### src/rtl/regfile_pkg.sv
// ----------------------------------------------------------------------------
// regfile_pkg
//   Shared constants and types for the 64x32 register file and its burst
//   reader. Imported by the interface, the reader top and its slot sub-module.
//   No ports.
// ----------------------------------------------------------------------------
package regfile_pkg;

    localparam int ADDR_W = 6;
    localparam int DATA_W = 32;
    localparam int LEN_W  = ADDR_W + 1;   // must hold 64 (full-array burst)
    localparam int DEPTH  = 2 ** ADDR_W;

    typedef logic [ADDR_W-1:0] addr_t;
    typedef logic [DATA_W-1:0] data_t;
    typedef logic [LEN_W-1:0]  len_t;

    typedef enum logic {
        IDLE  = 1'b0,
        BURST = 1'b1
    } state_e;

    // Address increment; the natural ADDR_W-bit overflow gives the 63 -> 0 wrap.
    function automatic addr_t next_addr(addr_t a);
        return a + addr_t'(1);
    endfunction

endpackage

### src/rtl/regfile_burst_reader_if.sv
// ----------------------------------------------------------------------------
// regfile_burst_reader_if
//   Bundles every non-clock signal of the burst reader:
//     request   : reqValid, reqReady, reqAddr, reqLen, abort
//     read port : rAddr (to regfile), rDin (combinational read data back)
//     snoop     : wAddr, wDin, wEna (regfile write port, observed only)
//     stream    : outValid, outReady, outData, outLast
//     status    : busy
//   slave  modport : the reader itself
//   master modport : whatever drives requests, owns the regfile and consumes
// ----------------------------------------------------------------------------
interface regfile_burst_reader_if;
    import regfile_pkg::*;

    logic  reqValid;
    logic  reqReady;
    addr_t reqAddr;
    len_t  reqLen;
    logic  abort;
    addr_t rAddr;
    data_t rDin;
    addr_t wAddr;
    data_t wDin;
    logic  wEna;
    logic  outValid;
    logic  outReady;
    data_t outData;
    logic  outLast;
    logic  busy;

    modport slave (
        input  reqValid, reqAddr, reqLen, abort, rDin, wAddr, wDin, wEna, outReady,
        output reqReady, rAddr, outValid, outData, outLast, busy
    );

    modport master (
        output reqValid, reqAddr, reqLen, abort, rDin, wAddr, wDin, wEna, outReady,
        input  reqReady, rAddr, outValid, outData, outLast, busy
    );

endinterface

### src/rtl/regfile_rd_slot.sv
// ----------------------------------------------------------------------------
// regfile_rd_slot
//   Single-entry output register of the burst reader with write forwarding.
//   Ports:
//     clk, rst        clock, synchronous active-high reset
//     clear_i         drop the held beat (abort)
//     capture_i       load a new beat this edge (only raised when slot_free_o)
//     rd_addr_i       address being read
//     rd_data_i       regfile read data for rd_addr_i
//     w_addr_i/w_data_i/w_ena_i   snooped regfile write port
//     last_i          the beat being captured is the final one
//     out_ready_i     consumer ready
//     slot_free_o     register is empty or is being emptied this edge
//     out_valid_o/out_data_o/out_last_o   registered beat
// ----------------------------------------------------------------------------
module regfile_rd_slot
    import regfile_pkg::*;
(
    input  logic  clk,
    input  logic  rst,
    input  logic  clear_i,
    input  logic  capture_i,
    input  addr_t rd_addr_i,
    input  data_t rd_data_i,
    input  addr_t w_addr_i,
    input  data_t w_data_i,
    input  logic  w_ena_i,
    input  logic  last_i,
    input  logic  out_ready_i,
    output logic  slot_free_o,
    output logic  out_valid_o,
    output data_t out_data_o,
    output logic  out_last_o
);

    logic  valid_q;
    data_t data_q;
    logic  last_q;
    data_t capt_data;

    // A write landing on the capture edge is not yet in rd_data_i, so take it
    // straight from the write port.
    assign capt_data   = (w_ena_i && (w_addr_i == rd_addr_i)) ? w_data_i : rd_data_i;
    assign slot_free_o = !valid_q || out_ready_i;

    // NOTE: the data register is reset as well because outData=0 after reset
    // is visible at the port; it is a single word, not a memory array.
    always_ff @(posedge clk) begin
        if (rst) begin
            valid_q <= 1'b0;
            data_q  <= '0;
            last_q  <= 1'b0;
        end else if (clear_i) begin
            valid_q <= 1'b0;
            last_q  <= 1'b0;
        end else if (capture_i) begin
            valid_q <= 1'b1;
            data_q  <= capt_data;
            last_q  <= last_i;
        end else if (out_ready_i) begin
            // Held beat consumed with nothing new behind it.
            valid_q <= 1'b0;
            last_q  <= 1'b0;
        end
    end

    assign out_valid_o = valid_q;
    assign out_data_o  = data_q;
    assign out_last_o  = last_q;

endmodule

### src/rtl/regfile_burst_reader.sv
// ----------------------------------------------------------------------------
// regfile_burst_reader
//   Read-side engine for the 64x32 register file. Accepts (start, length)
//   bursts, drives the regfile's asynchronous read address and streams words
//   over valid/ready, forwarding a write that lands on the capture edge.
//   Ports:
//     clk   clock
//     rst   synchronous active-high reset
//     bus   regfile_burst_reader_if.slave (request, read, snoop, stream, busy)
// ----------------------------------------------------------------------------
module regfile_burst_reader
    import regfile_pkg::*;
(
    input  logic clk,
    input  logic rst,
    regfile_burst_reader_if.slave bus
);

    state_e state_q;
    logic   req_ready_q;
    addr_t  cur_addr_q;
    len_t   remain_q;

    logic   slot_free;
    logic   capture;
    logic   out_valid;

    // abort suppresses capture so the slot clears instead of loading.
    assign capture = (state_q == BURST) && slot_free && !bus.abort;

    regfile_rd_slot u_slot (
        .clk         (clk),
        .rst         (rst),
        .clear_i     (bus.abort),
        .capture_i   (capture),
        .rd_addr_i   (cur_addr_q),
        .rd_data_i   (bus.rDin),
        .w_addr_i    (bus.wAddr),
        .w_data_i    (bus.wDin),
        .w_ena_i     (bus.wEna),
        .last_i      (remain_q == len_t'(1)),
        .out_ready_i (bus.outReady),
        .slot_free_o (slot_free),
        .out_valid_o (out_valid),
        .out_data_o  (bus.outData),
        .out_last_o  (bus.outLast)
    );

    // NOTE: sequential state uses non-blocking assignments so every register
    // samples pre-edge values regardless of statement order.
    always_ff @(posedge clk) begin
        if (rst) begin
            state_q     <= IDLE;
            req_ready_q <= 1'b1;
            cur_addr_q  <= '0;
            remain_q    <= '0;
        end else if (bus.abort) begin
            state_q     <= IDLE;
            req_ready_q <= 1'b1;
            remain_q    <= '0;
        end else begin
            unique case (state_q)
                IDLE: begin
                    // A zero-length request is accepted and simply ignored.
                    if (bus.reqValid && req_ready_q && (bus.reqLen != '0)) begin
                        cur_addr_q  <= bus.reqAddr;
                        remain_q    <= bus.reqLen;
                        state_q     <= BURST;
                        req_ready_q <= 1'b0;
                    end
                end
                BURST: begin
                    if (slot_free) begin
                        cur_addr_q <= next_addr(cur_addr_q);
                        remain_q   <= remain_q - len_t'(1);
                        if (remain_q == len_t'(1)) begin
                            state_q     <= IDLE;
                            req_ready_q <= 1'b1;
                        end
                    end
                end
            endcase
        end
    end

    assign bus.rAddr    = cur_addr_q;
    assign bus.reqReady = req_ready_q;
    assign bus.outValid = out_valid;
    assign bus.busy     = (state_q == BURST) || out_valid;

endmodule

### src/flat_wrapper.sv
// flat-port wrapper written by rule: the top's interface ports become plain ports
module regfile_burst_reader_flat import regfile_pkg::*;
  (clk, rst, bus_reqValid, bus_reqAddr, bus_reqLen, bus_abort, bus_rDin, bus_wAddr, bus_wDin, bus_wEna, bus_outReady, bus_reqReady, bus_rAddr, bus_outValid, bus_outData, bus_outLast, bus_busy);
  regfile_burst_reader_if bus_i ();
  input  logic clk;
  input  logic rst;
  input wire logic [$bits(bus_i.reqValid)-1:0] bus_reqValid;
  input wire logic [$bits(bus_i.reqAddr)-1:0] bus_reqAddr;
  input wire logic [$bits(bus_i.reqLen)-1:0] bus_reqLen;
  input wire logic [$bits(bus_i.abort)-1:0] bus_abort;
  input wire logic [$bits(bus_i.rDin)-1:0] bus_rDin;
  input wire logic [$bits(bus_i.wAddr)-1:0] bus_wAddr;
  input wire logic [$bits(bus_i.wDin)-1:0] bus_wDin;
  input wire logic [$bits(bus_i.wEna)-1:0] bus_wEna;
  input wire logic [$bits(bus_i.outReady)-1:0] bus_outReady;
  output wire logic [$bits(bus_i.reqReady)-1:0] bus_reqReady;
  output wire logic [$bits(bus_i.rAddr)-1:0] bus_rAddr;
  output wire logic [$bits(bus_i.outValid)-1:0] bus_outValid;
  output wire logic [$bits(bus_i.outData)-1:0] bus_outData;
  output wire logic [$bits(bus_i.outLast)-1:0] bus_outLast;
  output wire logic [$bits(bus_i.busy)-1:0] bus_busy;
  assign bus_i.reqValid = bus_reqValid;
  assign bus_i.reqAddr = bus_reqAddr;
  assign bus_i.reqLen = bus_reqLen;
  assign bus_i.abort = bus_abort;
  assign bus_i.rDin = bus_rDin;
  assign bus_i.wAddr = bus_wAddr;
  assign bus_i.wDin = bus_wDin;
  assign bus_i.wEna = bus_wEna;
  assign bus_i.outReady = bus_outReady;
  assign bus_reqReady = bus_i.reqReady;
  assign bus_rAddr = bus_i.rAddr;
  assign bus_outValid = bus_i.outValid;
  assign bus_outData = bus_i.outData;
  assign bus_outLast = bus_i.outLast;
  assign bus_busy = bus_i.busy;
  regfile_burst_reader u_core (.clk(clk), .rst(rst), .bus(bus_i));
endmodule
### config.mk
export PLATFORM = sky130hd
export DESIGN_NAME = regfile_burst_reader_flat
export DESIGN_NICKNAME = d
export VERILOG_FILES = /design/src/rtl/regfile_pkg.sv /design/src/rtl/regfile_burst_reader_if.sv /design/src/rtl/regfile_rd_slot.sv /design/src/rtl/regfile_burst_reader.sv /design/src/flat_wrapper.sv
export SDC_FILE = /design/constraint.sdc
export NUM_CORES = 1
export LEC_CHECK = 0
export ABC_CLOCK_PERIOD_IN_PS = 2880
export CORE_MARGIN = 3
export CORE_UTILIZATION = 41
export CTS_BUF_LIST = sky130_fd_sc_hd__clkbuf_8
export CTS_CLUSTER_DIAMETER = 100
export DETAILED_ROUTE_END_ITERATION = 10
export PLACE_DENSITY = 0.94
export SYNTH_ARGS = -nofsm -noshare
export SYNTH_HDL_FRONTEND = slang
export SYNTH_HIERARCHICAL = 1
export SYNTH_SLANG_ARGS = --single-unit
### constraint.sdc
create_clock -name clk -period 2.88 [get_ports clk]
set_input_delay 0.72 -clock clk [delete_from_list [all_inputs] [get_ports clk]]
set_output_delay 0.72 -clock clk [all_outputs]
set_load 0.005 [all_outputs]
### Yosys cells after proc, flatten, opt, wreduce, memory -nomap -nowiden

Cells that the tools add are included.

| cells by class | value |
|---|---|
| $add $sub $neg | 2 |
| multiply operators | 0 |
| divide/modulo/power cells | 0 |
| order comparisons | 0 |
| eq/ne operators | 5 |
| shifts and indexed selects | 0 |
| multiplexer cells | 18 |
| bitwise gates (word level) | 2 |
| reductions and logical operators | 16 |

Operators by type and width:

| operator | number |
|---|---|
| $mux 32 | 1 |
| $mux 7 | 2 |
| $pmux 7 s2 | 1 |
| $mux 6 | 2 |
| $pmux 6 s2 | 1 |
| $mux 1 | 9 |
| $eq 7x1->1 const B | 1 |
| $reduce_bool 7->1 | 1 |
| $sub 7x1->7 const B | 1 |
| $add 6x1->6 const B | 1 |
| $eq 6x6->1 | 1 |
| $reduce_and 3->1 | 2 |
| $logic_and 1x1->1 | 5 |
| $ne 2x2->1 const B | 2 |
| $pmux 1 s2 | 2 |
| $reduce_and 2->1 | 2 |
| $logic_not 1->1 | 2 |
| $logic_or 1x1->1 | 2 |
| $ne 2x1->1 const B | 1 |
| $not 1->1 | 2 |
| $reduce_bool 2->1 | 1 |
| $reduce_or 2->1 | 1 |

| word-level totals | value |
|---|---|
| bits in registers | 49 |
| bits in latches | 0 |
| memory bits (writable) | 0 |
| memory bits (read-only) | 0 |
| input bits | 89 |
| output and inout bits | 42 |
| word-level logic and storage cells | 50 |
| memories kept | 0 |

### Logic depth before layout (Yosys ltp)

Gate-level depths: netlist of the first run.

| depth | value |
|---|---|
| word-level depth | 5 |
| mapped depth | 10 |
| depth with buffers taken out | 7 |

### By module

Netlist of the first run, hierarchy kept.

Modules (own cells, without submodules):

| module | times used | cells an instance | area each (um^2) | seq. area each (um^2) |
|---|---|---|---|---|
| regfile_rd_slot | 1 | 161 | 1488.9 | 680.7 |
| regfile_burst_reader | 1 | 129 | 1012.2 | 300.3 |

### Worst setup path after synthesis of the first run

No wires, ideal clock.

| timing | value |
|---|---|
| path kind | input to register |
| start | in bus_outReady |
| end | reg u_core.u_slot.data_q[0], in the netlist u_core/u_slot/out_data_o[0] |
| setup time | 0.119 ns |
| arrival time | 2.232 ns |
| data required time | 2.761 ns |
| setup slack | 0.529 ns |
| stages on the path | 9 |
| path buffers | 3 |
| cell sequence | nand2b_1 nand2_1 buf_2 nor2_1 nor2b_1 clkbuf_1 nand3_1 buf_2 o221a_1 |

| on the way | value |
|---|---|
| longest elaborated chain between the ends | 4 |

Ends and longest elaborated chain:

| element | RTL line | source |
|---|---|---|
| start: declaration | flat_wrapper.sv:15 | `input wire logic [$bits(bus_i.outReady)-1:0] bus_outReady;` |
| $logic_or 1x1->1 | regfile_rd_slot.sv:44 | `assign slot_free_o = !valid_q \|\| out_ready_i;` |
| $logic_and 1x1->1 (2 in a row) | regfile_burst_reader.sv:29 | `assign capture = (state_q == BURST) && slot_free && !bus.abort;` |
| via u_core.capture | regfile_burst_reader.sv:25 | `logic capture;` |
| $reduce_and 2->1 (no line) | - |  |
| end signal: assignment | regfile_rd_slot.sv:58 | `data_q <= capt_data;` |
| end: declaration | regfile_rd_slot.sv:37 | `data_t data_q;` |

The timed path passes the listed nets, and every way through them passes these cells.
A chain may end at the register's enable or synchronous reset.

### Worst setup path in the final report of the first run

| timing | value |
|---|---|
| start | in bus_outReady |
| end | reg u_core.u_slot.data_q[13], in the netlist u_core/u_slot/out_data_o[13] |

| on the way | value |
|---|---|
| longest elaborated chain between the ends | 4 |

Ends and longest elaborated chain:

| element | RTL line | source |
|---|---|---|
| $logic_or 1x1->1 | regfile_rd_slot.sv:44 |  |
| via u_core.slot_free | regfile_burst_reader.sv:24 | `logic slot_free;` |
| $logic_and 1x1->1 (2 in a row) | regfile_burst_reader.sv:29 |  |
| via u_core.capture | regfile_burst_reader.sv:25 |  |
| $reduce_and 2->1 (no line) | - |  |

The timed path passes the listed nets, and every way through them passes these cells.

==> results of run 1 <==
cells in the final DEF, fill, tap and decap left out, types with 2 or more instances in the layout:
master           instances
nor2_1                  74
a211oi_1                 4
clkdlybuf4s50_1        130
o221a_1                 32
nor2b_1                  2
nor3b_1                  4
a31oi_1                  2
and3b_1                  2
o32ai_1                  4
or3_1                    2
dfxtp_1                 49
ha_1                     3
o21ai_0                  4
nand2_1                  9
inv_1                   11
xnor2_1                  3
a221oi_1                 3
nor4_1                   4
nor3_1                   5
clkbuf_8                 5
a21oi_1                 14
nand3_1                  9
buf_4                    9
xor2_1                   3
o22ai_1                  2
per-stage QoR:
stage	util [%]	worst slack (ps)	hold slack, ps
after floorplan	-	529	452
after global placement	67.5	220	460
after detailed placement	67.5	128	490
after CTS	69.4	453	503
after global routing	69.4	304	518
final	69.4	417	509
sequential cells by signal, indices dropped and copies added, names as in the netlist:
signal	count
u_core/remain_q	7
u_core/u_slot/out_valid_o	1
u_core/bus.reqReady	1
u_core/state_q	1
u_core/u_slot/out_last_o	1
u_core/bus.rAddr	6
u_core/u_slot/out_data_o	32
kinds of logic (layout without fill, tap and decap cells):
family          Yosys count  count (layout)  synth area share, %
simple gates            121             121                 22.3
compound gates           80              80                 28.7
mux                       1               1                0.400
xor+xnor                  6               6                 2.10
flops                    49              49                 39.2
fa+ha+maj                 3               3                 1.50
buf+inv                  30             157                 5.85
tightest hold or removal path, cell delays in order, from the launching register on:
cell and delay (ps):
dfxtp_1 330, nand4_1 80, o31ai_1 60
area by class of cell:
type / count / area share [%]
inverter: 10 / 0.947
timing repair buffer: 139 / 34.5
sequential: 49 / 24.7
tap: 72 / 2.27
multi-input combinational: 211 / 34.7
clock inverter: 3 / 1.07
clock buffer: 5 / 1.74
layer usage:
layer	routed length, microns	GRT usage (%)	share of wire [%]	vias up
met3	644	5.92	7.8	18
met5	0	0	0	-
met2	4170	40.0	50	141
met1	3280	27.3	40	1281
met4	194	8.04	2.3	0
li1	-	-	-	1326
path summary, 6_finish.rpt:
kind / endpoint / depth (start not counted) / start / slack (ps)
max: u_core/u_slot/out_data_o[13] / 7 / bus_outReady / 420
max reg2reg: u_core/u_slot/out_data_o[13] / 4 / u_core/bus.rAddr[3] / 940
min reg2reg: u_core/remain_q[6] / 2 / u_core/remain_q[6] / 510
min: u_core/remain_q[6] / 2 / u_core/remain_q[6] / 510
power by group through the flow:
| stage | registers [mW] | logic (mW) | clock network (mW) |
|---|---|---|---|
| 5_1_grt | 0.727 | 0.343 | 0.533 |
| 6_report | 0.723 | 0.318 | 0.491 |
| 3_5_place_dp | 0.738 | 0.314 | 0 |
| 3_3_place_gp | 0.738 | 0.306 | 0 |
| 4_1_cts | 0.723 | 0.316 | 0.500 |
| 2_1_floorplan | 0.735 | 0.121 | 0 |
==> results.txt, run 1 <==
- The flow ran to the end, and the final reports show no timing, DRC or antenna violations.
- Clk sink count: 49
* CTS tree: built
* Largest net degree at the start of global routing: 41
- The analysis attributes to net switching a power of 0.380 mW.
- Kind of end point of the critical path: flop
- Clock latency of the later-clocked register in the worst-skew pair: 300 ps
- STA classifies the critical path startpoint as a primary input.
- GPL Wtd Cong: 0.910
- The final critical path takes up 85.5% of the cycle.
* Distinct cells, synth: 52
* Final-stage net count: 508
- Count of port buffers added during placement: 130
* Avg Inst Size Synth: 8.62 sq um
* Filler instances: 446
* Detail Placement HPWL: 6230 microns
- Top FF cell, synth: dfxtp_1
* Die height: 84.1 microns
- Together, buffers and inverters on the worst path number 2.
* Max FO, Critical Path: 32
* Effective utilization at floorplan: 43.8%
* Avg WL per Cell: 16.9 microns
- RSZ-0062 raised after global routing: false
* Std-Cell Rows: 27
* First-iteration detailed-routing DRC count: 202
- TritonRoute pass-1 iters: 5
- In this run, flip-flops and latches consume 47.2% of the power.
- Via count of the first global-routing pass: 2769
* Buffer levels on the longest clock path: 2
- Of all cell types, the one taking the most synthesized area is dfxtp_1.
- Number of synthesized flops with an enable pin: 0
* Sequential cell area fraction in the yosys report: 39.2%
- Setup total negative slack on the finished layout was measured at 0 ps.
* Cts repair resizes: 0
- Logic pwr share: 20.8%
* All-layer global routing usage: 23.0%
* Multi-input combinational cell area: 1380 sq um
- Cell count after placement: 481
* Share of post-route cells with drive strength above 1: 6.24%
- Die Area: 7070 sq um
* Most instantiated library cell after synthesis: nor2_1
- Based on the critical path, the design can be clocked at up to 406 MHz.
- Counting flops and latches in the post-synthesis netlist gives 49.
- In the routed layout, each cell is associated on average with a via count of 5.66.
- In this run the remaining antenna-violating nets after routing total 0.
- Layout overhead on the synthesized area: 58.5%
- Synth area leaders: dfxtp_1 (39%), o221a_1 (14%), nor2_1 (11%), a21oi_1 (2.8%), nand3_1 (1.8%)
* CTS root buf: clkbuf_8
* Number of warnings issued by yosys: 6
- Data required time of the worst path: 3060 ps
* Final Slew Violations: 0
* Final number of setup-violating endpoints: 0
- Non-filler instance count after layout: 489
- Type of the setup path with the least slack: primary input to flop
* Post-Route WL: 8280 microns
* Count of hold-fix buffers inserted at cts: 0
* Delay contributed by the slowest stage of the critical path: 560 ps
* Total vias in the final route: 2766
* Share of Yosys cell area claimed by the top area cell type: 39.2%
- Power spread over the standard cell area amounts to 387 nW/um^2.
- Core footprint: 5710 sq um
* Standard cell with the maximum stage delay on the critical path: a211o_2
- Post-CTS setup buffer count: 0
- Crit path max-delay family: compound AO/OA/AOI/OAI gates
* Fraction of power spent switching nets: 24.8%
- In the synthesized netlist, the cells that appear most often are nor2_1 (74), dfxtp_1 (49), o221a_1 (32), a21oi_1 (14), inv_1 (10).
- Proportion of register bits with asynchronous set or reset after synthesis: 0%
- Max Clock Skew: 11.8 ps
- The first global-routing pass estimated 13400 microns of wire.
* Number of buffers inserted during clock tree synthesis: 5
- Cell Int Power: 1.15 mW
* Max rail drop VDD: 0.222 mV
- Number of instances in the synthesized netlist: 290
- # Max-Cap Violations: 0
* Clock period minus worst slack: 2460 ps
* Number of I/O pins: 131
* Slew at the pin closest to its max-slew limit: 560 ps
* Cell area after technology mapping: 2500 sq um
- After detailed routing, the number of remaining DRC violations is 0.
* Synthesized netlist net count: 382
- GR Overflow Total: 0
- Hold Vio Cnt, Final: 0
* Clock Pin Slew Worst Setup and Hold Paths: 90 ps
* Leakage power of the design: 1.40 nW
- Summing all flip-flop and latch instances after layout gives 981 sq um.
- Walking the worst path, the cells encountered are clkdlybuf4s50_1 > nand2b_1 > nand2_1 > nor2_1 > inv_1 > a211o_2 > o221a_1.
- X dimension of the die: 84.1 microns
- Final design area excluding fillers: 3970 sq um
* Number of diodes: 0
- The clock network accounts for 32.1% of the total power.
- Headroom to the max-slew limit: 62.7%
- Type of the worst min-delay path: flop to flop
* Initial antenna violation count: 0
- Data on the critical path arrives at its endpoint at 2650 ps.
* Placement Cell Area: 3850 sq um
- H-tree depth reported by CTS: 2
* Overall power after layout: 1.53 mW
No activity file was read; power rests on OpenSTA's default activity.
==> run 2, diff against run 1 <==
--- a/config.mk
+++ b/config.mk
@@ -12,6 +12,7 @@
 export CTS_CLUSTER_DIAMETER = 100
 export DETAILED_ROUTE_END_ITERATION = 10
 export PLACE_DENSITY = 0.94
+export SETUP_SLACK_MARGIN = 0.5
 export SYNTH_ARGS = -nofsm -noshare
 export SYNTH_HDL_FRONTEND = slang
 export SYNTH_HIERARCHICAL = 1
==> run 2 against run 1 <==
  * Hold slack improved by 0.55 ps
  * Non-clock buffer count unchanged
  * Core utilization rose by 0.18 points
  * Wire length grew 0.25%
  * Cell area is 0.25% higher
  * Combinational power hardly changed
  * Worst setup slack improved by 190 ps
  * Clock power about the same
  * Die area unchanged
  * Via count is 1.6% higher
  * Critical path type unchanged
  * Critical endpoint unchanged
  * Highest routed layer unchanged
==> results.txt, run 2 (synthesis gave the netlist of run 1 again) <==
- Cell depth of the worst hold path: 2 (unchanged)
- Die height: 84.1 microns (unchanged)
- Antenna-violating nets left: 0 (unchanged)
* All-layer global routing usage: 23.0% (unchanged)
- The number of global-route vias before repair came to 2769 (unchanged).
- GR Overflow Total: 0 (unchanged)
- The number of cells after detailed placement is 481 (unchanged).
- Worst r2r path cells: 5 (was 4)
* Number of I/O pins: 131 (unchanged)
- The power density normalized to cell area came to 386 nW/um^2 (was 387 nW/um^2).
* Non-filler instance count after layout: 489 (unchanged)
* Std-Cell Rows: 27 (unchanged)
- The worst-case hold slack came to 510 ps (was 509 ps).
- Clock period minus worst slack: 2270 ps (was 2460 ps)
- The required time at the worst-slack endpoint was 3060 ps (about the same).
- The number of setup buffers added after CTS is 0 (unchanged).
* Crit path buf inv count: 2 (unchanged)
- Hold Vio Cnt, Final: 0 (unchanged)
- The worst flop-to-flop path startpoint is u_core/bus.rAddr[3] (unchanged).
- The number of antenna diodes is 0 (unchanged).
- The half-perimeter wire length after detailed placement is 6230 microns (unchanged).
- RSZ-0062 raised after global routing: false (unchanged)
- Layout overhead on the synthesized area: 58.9% (was 58.5%)
- Period Utilization, post-route: 78.9% (was 85.5%)
* Status: complete, no violations (unchanged)
- The master cell of the clock root buffer was clkbuf_8 (unchanged).
* GPL Wtd Cong: 0.910 (unchanged)
* Die Area: 7070 sq um (unchanged)
- Most common cell after layout, fill and taps aside: clkdlybuf4s50_1 (unchanged)
- The cell leakage power is 1.40 nW (about the same).
- Hold-critical path endpoint: u_core/remain_q[6] (unchanged)
- Avg WL per Cell: 17.0 microns (was 16.9 microns)
* # Max-Cap Violations: 0 (unchanged)
* Max rail drop VDD: 0.224 mV (was 0.222 mV)
- The number of violations reported at the end of detailed-routing iteration 0 was 262 (was 202).
- The count of buffers inserted at the top-level ports came to 130 (unchanged).
- Type of the worst min-delay path: flop to flop (unchanged)
- The total CTS buffers is 5 (unchanged).
- Total DRC errors in the routed layout: 0 (unchanged)
- Core footprint: 5710 sq um (unchanged)
- The number of H-tree branching levels came to 2 (unchanged).
- Clock latency of the later-clocked register in the worst-skew pair: 300 ps (about the same)
- Slew at the pin closest to its max-slew limit: 516 ps (was 560 ps)
- The x dimension of the die came to 84.1 microns (unchanged).
* Cell-by-cell listing of the critical path: clkdlybuf4s50_1 > xor2_1 > nor3_1 > nand3_1 > buf_4 > o221a_1 (was clkdlybuf4s50_1 > nand2b_1 > nand2_1 > nor2_1 > inv_1 > a211o_2 > o221a_1)
* Share of post-route cells with drive strength above 1: 6.47% (was 6.24%)
* Smallest setup slack after layout: 608 ps (was 417 ps)
- Type of the setup path with the least slack: primary input to flop (unchanged)
* Max Clock Skew: 11.1 ps (was 11.8 ps)
- The sort of element at the end of the critical path is a flop (unchanged).
- The data arrival time of the worst path came to 2460 ps (was 2650 ps).
* Standard cell with the maximum stage delay on the critical path: nor3_1 (was a211o_2)
- The via count was 2811 (was 2766).
* Largest register FFs: 32 (unchanged)
- Commonest non-fill, non-tap cells in the layout: clkdlybuf4s50_1 (130), nor2_1 (73), dfxtp_1 (49), o221a_1 (32), a21oi_1 (14) (was clkdlybuf4s50_1 (130), nor2_1 (74), dfxtp_1 (49), o221a_1 (32), a21oi_1 (14))
- Global-route wire length before repair: 13400 microns (unchanged)
- Largest net degree at the start of global routing: 41 (unchanged)
- The via density per instance was 5.75 (was 5.66).
* Reg-to-reg setup timing slack: 1040 ps (was 940 ps)
* Maximum clock frequency: 440 MHz (was 406 MHz)
- The post-route setup TNS came to 0 ps (unchanged).
- The final-report max-slew violation count is 0 (unchanged).
- The largest stage delay on the critical path was 470 ps (was 560 ps).
- The setup slack at placement is 128 ps (unchanged).
- The wire length after detailed routing was 8300 microns (was 8280 microns).
* Clk sink count: 49 (unchanged)
- The type of origin of the critical path was a primary input (unchanged).
* CTS tree: built (unchanged)
* Initial antenna violation count: 0 (unchanged)
* Crit path max-delay family: buffers and inverters (was compound AO/OA/AOI/OAI gates)
- The first-pass iteration count of the detailed router came to 5 (unchanged).
- The relative slew slack is 65.3% (was 62.7%).
* Max FO, Critical Path: 32 (unchanged)
- Buffer levels on the longest clock path: 2 (unchanged)
- The initial cell density of the core is 43.8% (unchanged).
* Worst min-delay path startpoint: u_core/remain_q[6] (unchanged)
* Capture instance of the worst register-to-register path: u_core/u_slot/out_data_o[13] (unchanged)
- The clock edge transition at the registers on the reported setup and hold paths is 90 ps (about the same).
- Final number of setup-violating endpoints: 0 (unchanged)
- Final-stage net count: 508 (unchanged)
run 2: cell types whose count changed in the layout (fill, tap and decap cells not counted):
| cell | change |
|---|---|
| a211o_2 | -1 |
| a211o_4 | +1 |
| nor2_1 | -1 |
| nor2_2 | +1 |
run 2: report_power, final:
| part | internal, mW | total [mW] | switching, mW |
|---|---|---|---|
| logic | 0.196 | 0.319 | 0.124 |
| registers | 0.700 | 0.723 | 0.0233 |
| clock network | 0.257 | 0.490 | 0.233 |
run 2: metal layers:
layer | GRT usage [%] | up-vias | wire (microns)
li1 | - | 1325 | -
met1 | 27.3 | 1301 | 3270
met2 | 40.0 | 161 | 4110
met3 | 5.92 | 24 | 679
met4 | 8.04 | 0 | 242
met5 | 0 | - | 0
run 2: how the worst max path moves through the flow:
stage | startpoint | to | slack, ps | cells past startpoint
2_1_floorplan | bus_outReady | u_core/u_slot/out_data_o[0] | 530 | 9
3_3_place_gp | bus_outReady | u_core/u_slot/out_data_o[0] | 220 | 7
3_5_place_dp | bus_outReady | u_core/u_slot/out_data_o[13] | 130 | 7
4_1_cts | bus_outReady | u_core/u_slot/out_data_o[13] | 550 | 8
5_1_grt | bus_outReady | u_core/u_slot/out_data_o[5] | 510 | 9
6_report | bus_wAddr[3] | u_core/u_slot/out_data_o[13] | 610 | 6
run 2: per-stage QoR:
stage | util (%) | total power [mW] | instance area, sq um
2_1_floorplan | - | 0.856 | 2500
3_3_place_gp | 67.5 | 1.04 | 3850
3_5_place_dp | 67.5 | 1.05 | 3850
4_1_cts | 69.6 | 1.54 | 3970
5_1_grt | 69.6 | 1.60 | 3980
6_report | 69.6 | 1.53 | 3980
run 2: cell type report:
class                   instances  area (sq um)
multi-input cells             211          1390
flip-flops and latches         49           981
well taps                      72          90.1
clock buffers                   5          68.8
fillers                       445          1730
inverters                      10          37.5
repair buffers                139          1370
clock inverters                 3          42.5
run 2: tightest hold or removal path: stages (launching register included):
cell and delay, ps:
dfxtp_1 330, nand4_1 80, o31ai_1 60
run 2: what timing repair did:
action | CTS | global route
endpoints found under the hold margin | 0 | 0
gates resized for setup | 1 | 1
setup endpoints to repair | 32 | 32
hold buffers | 0 | 0
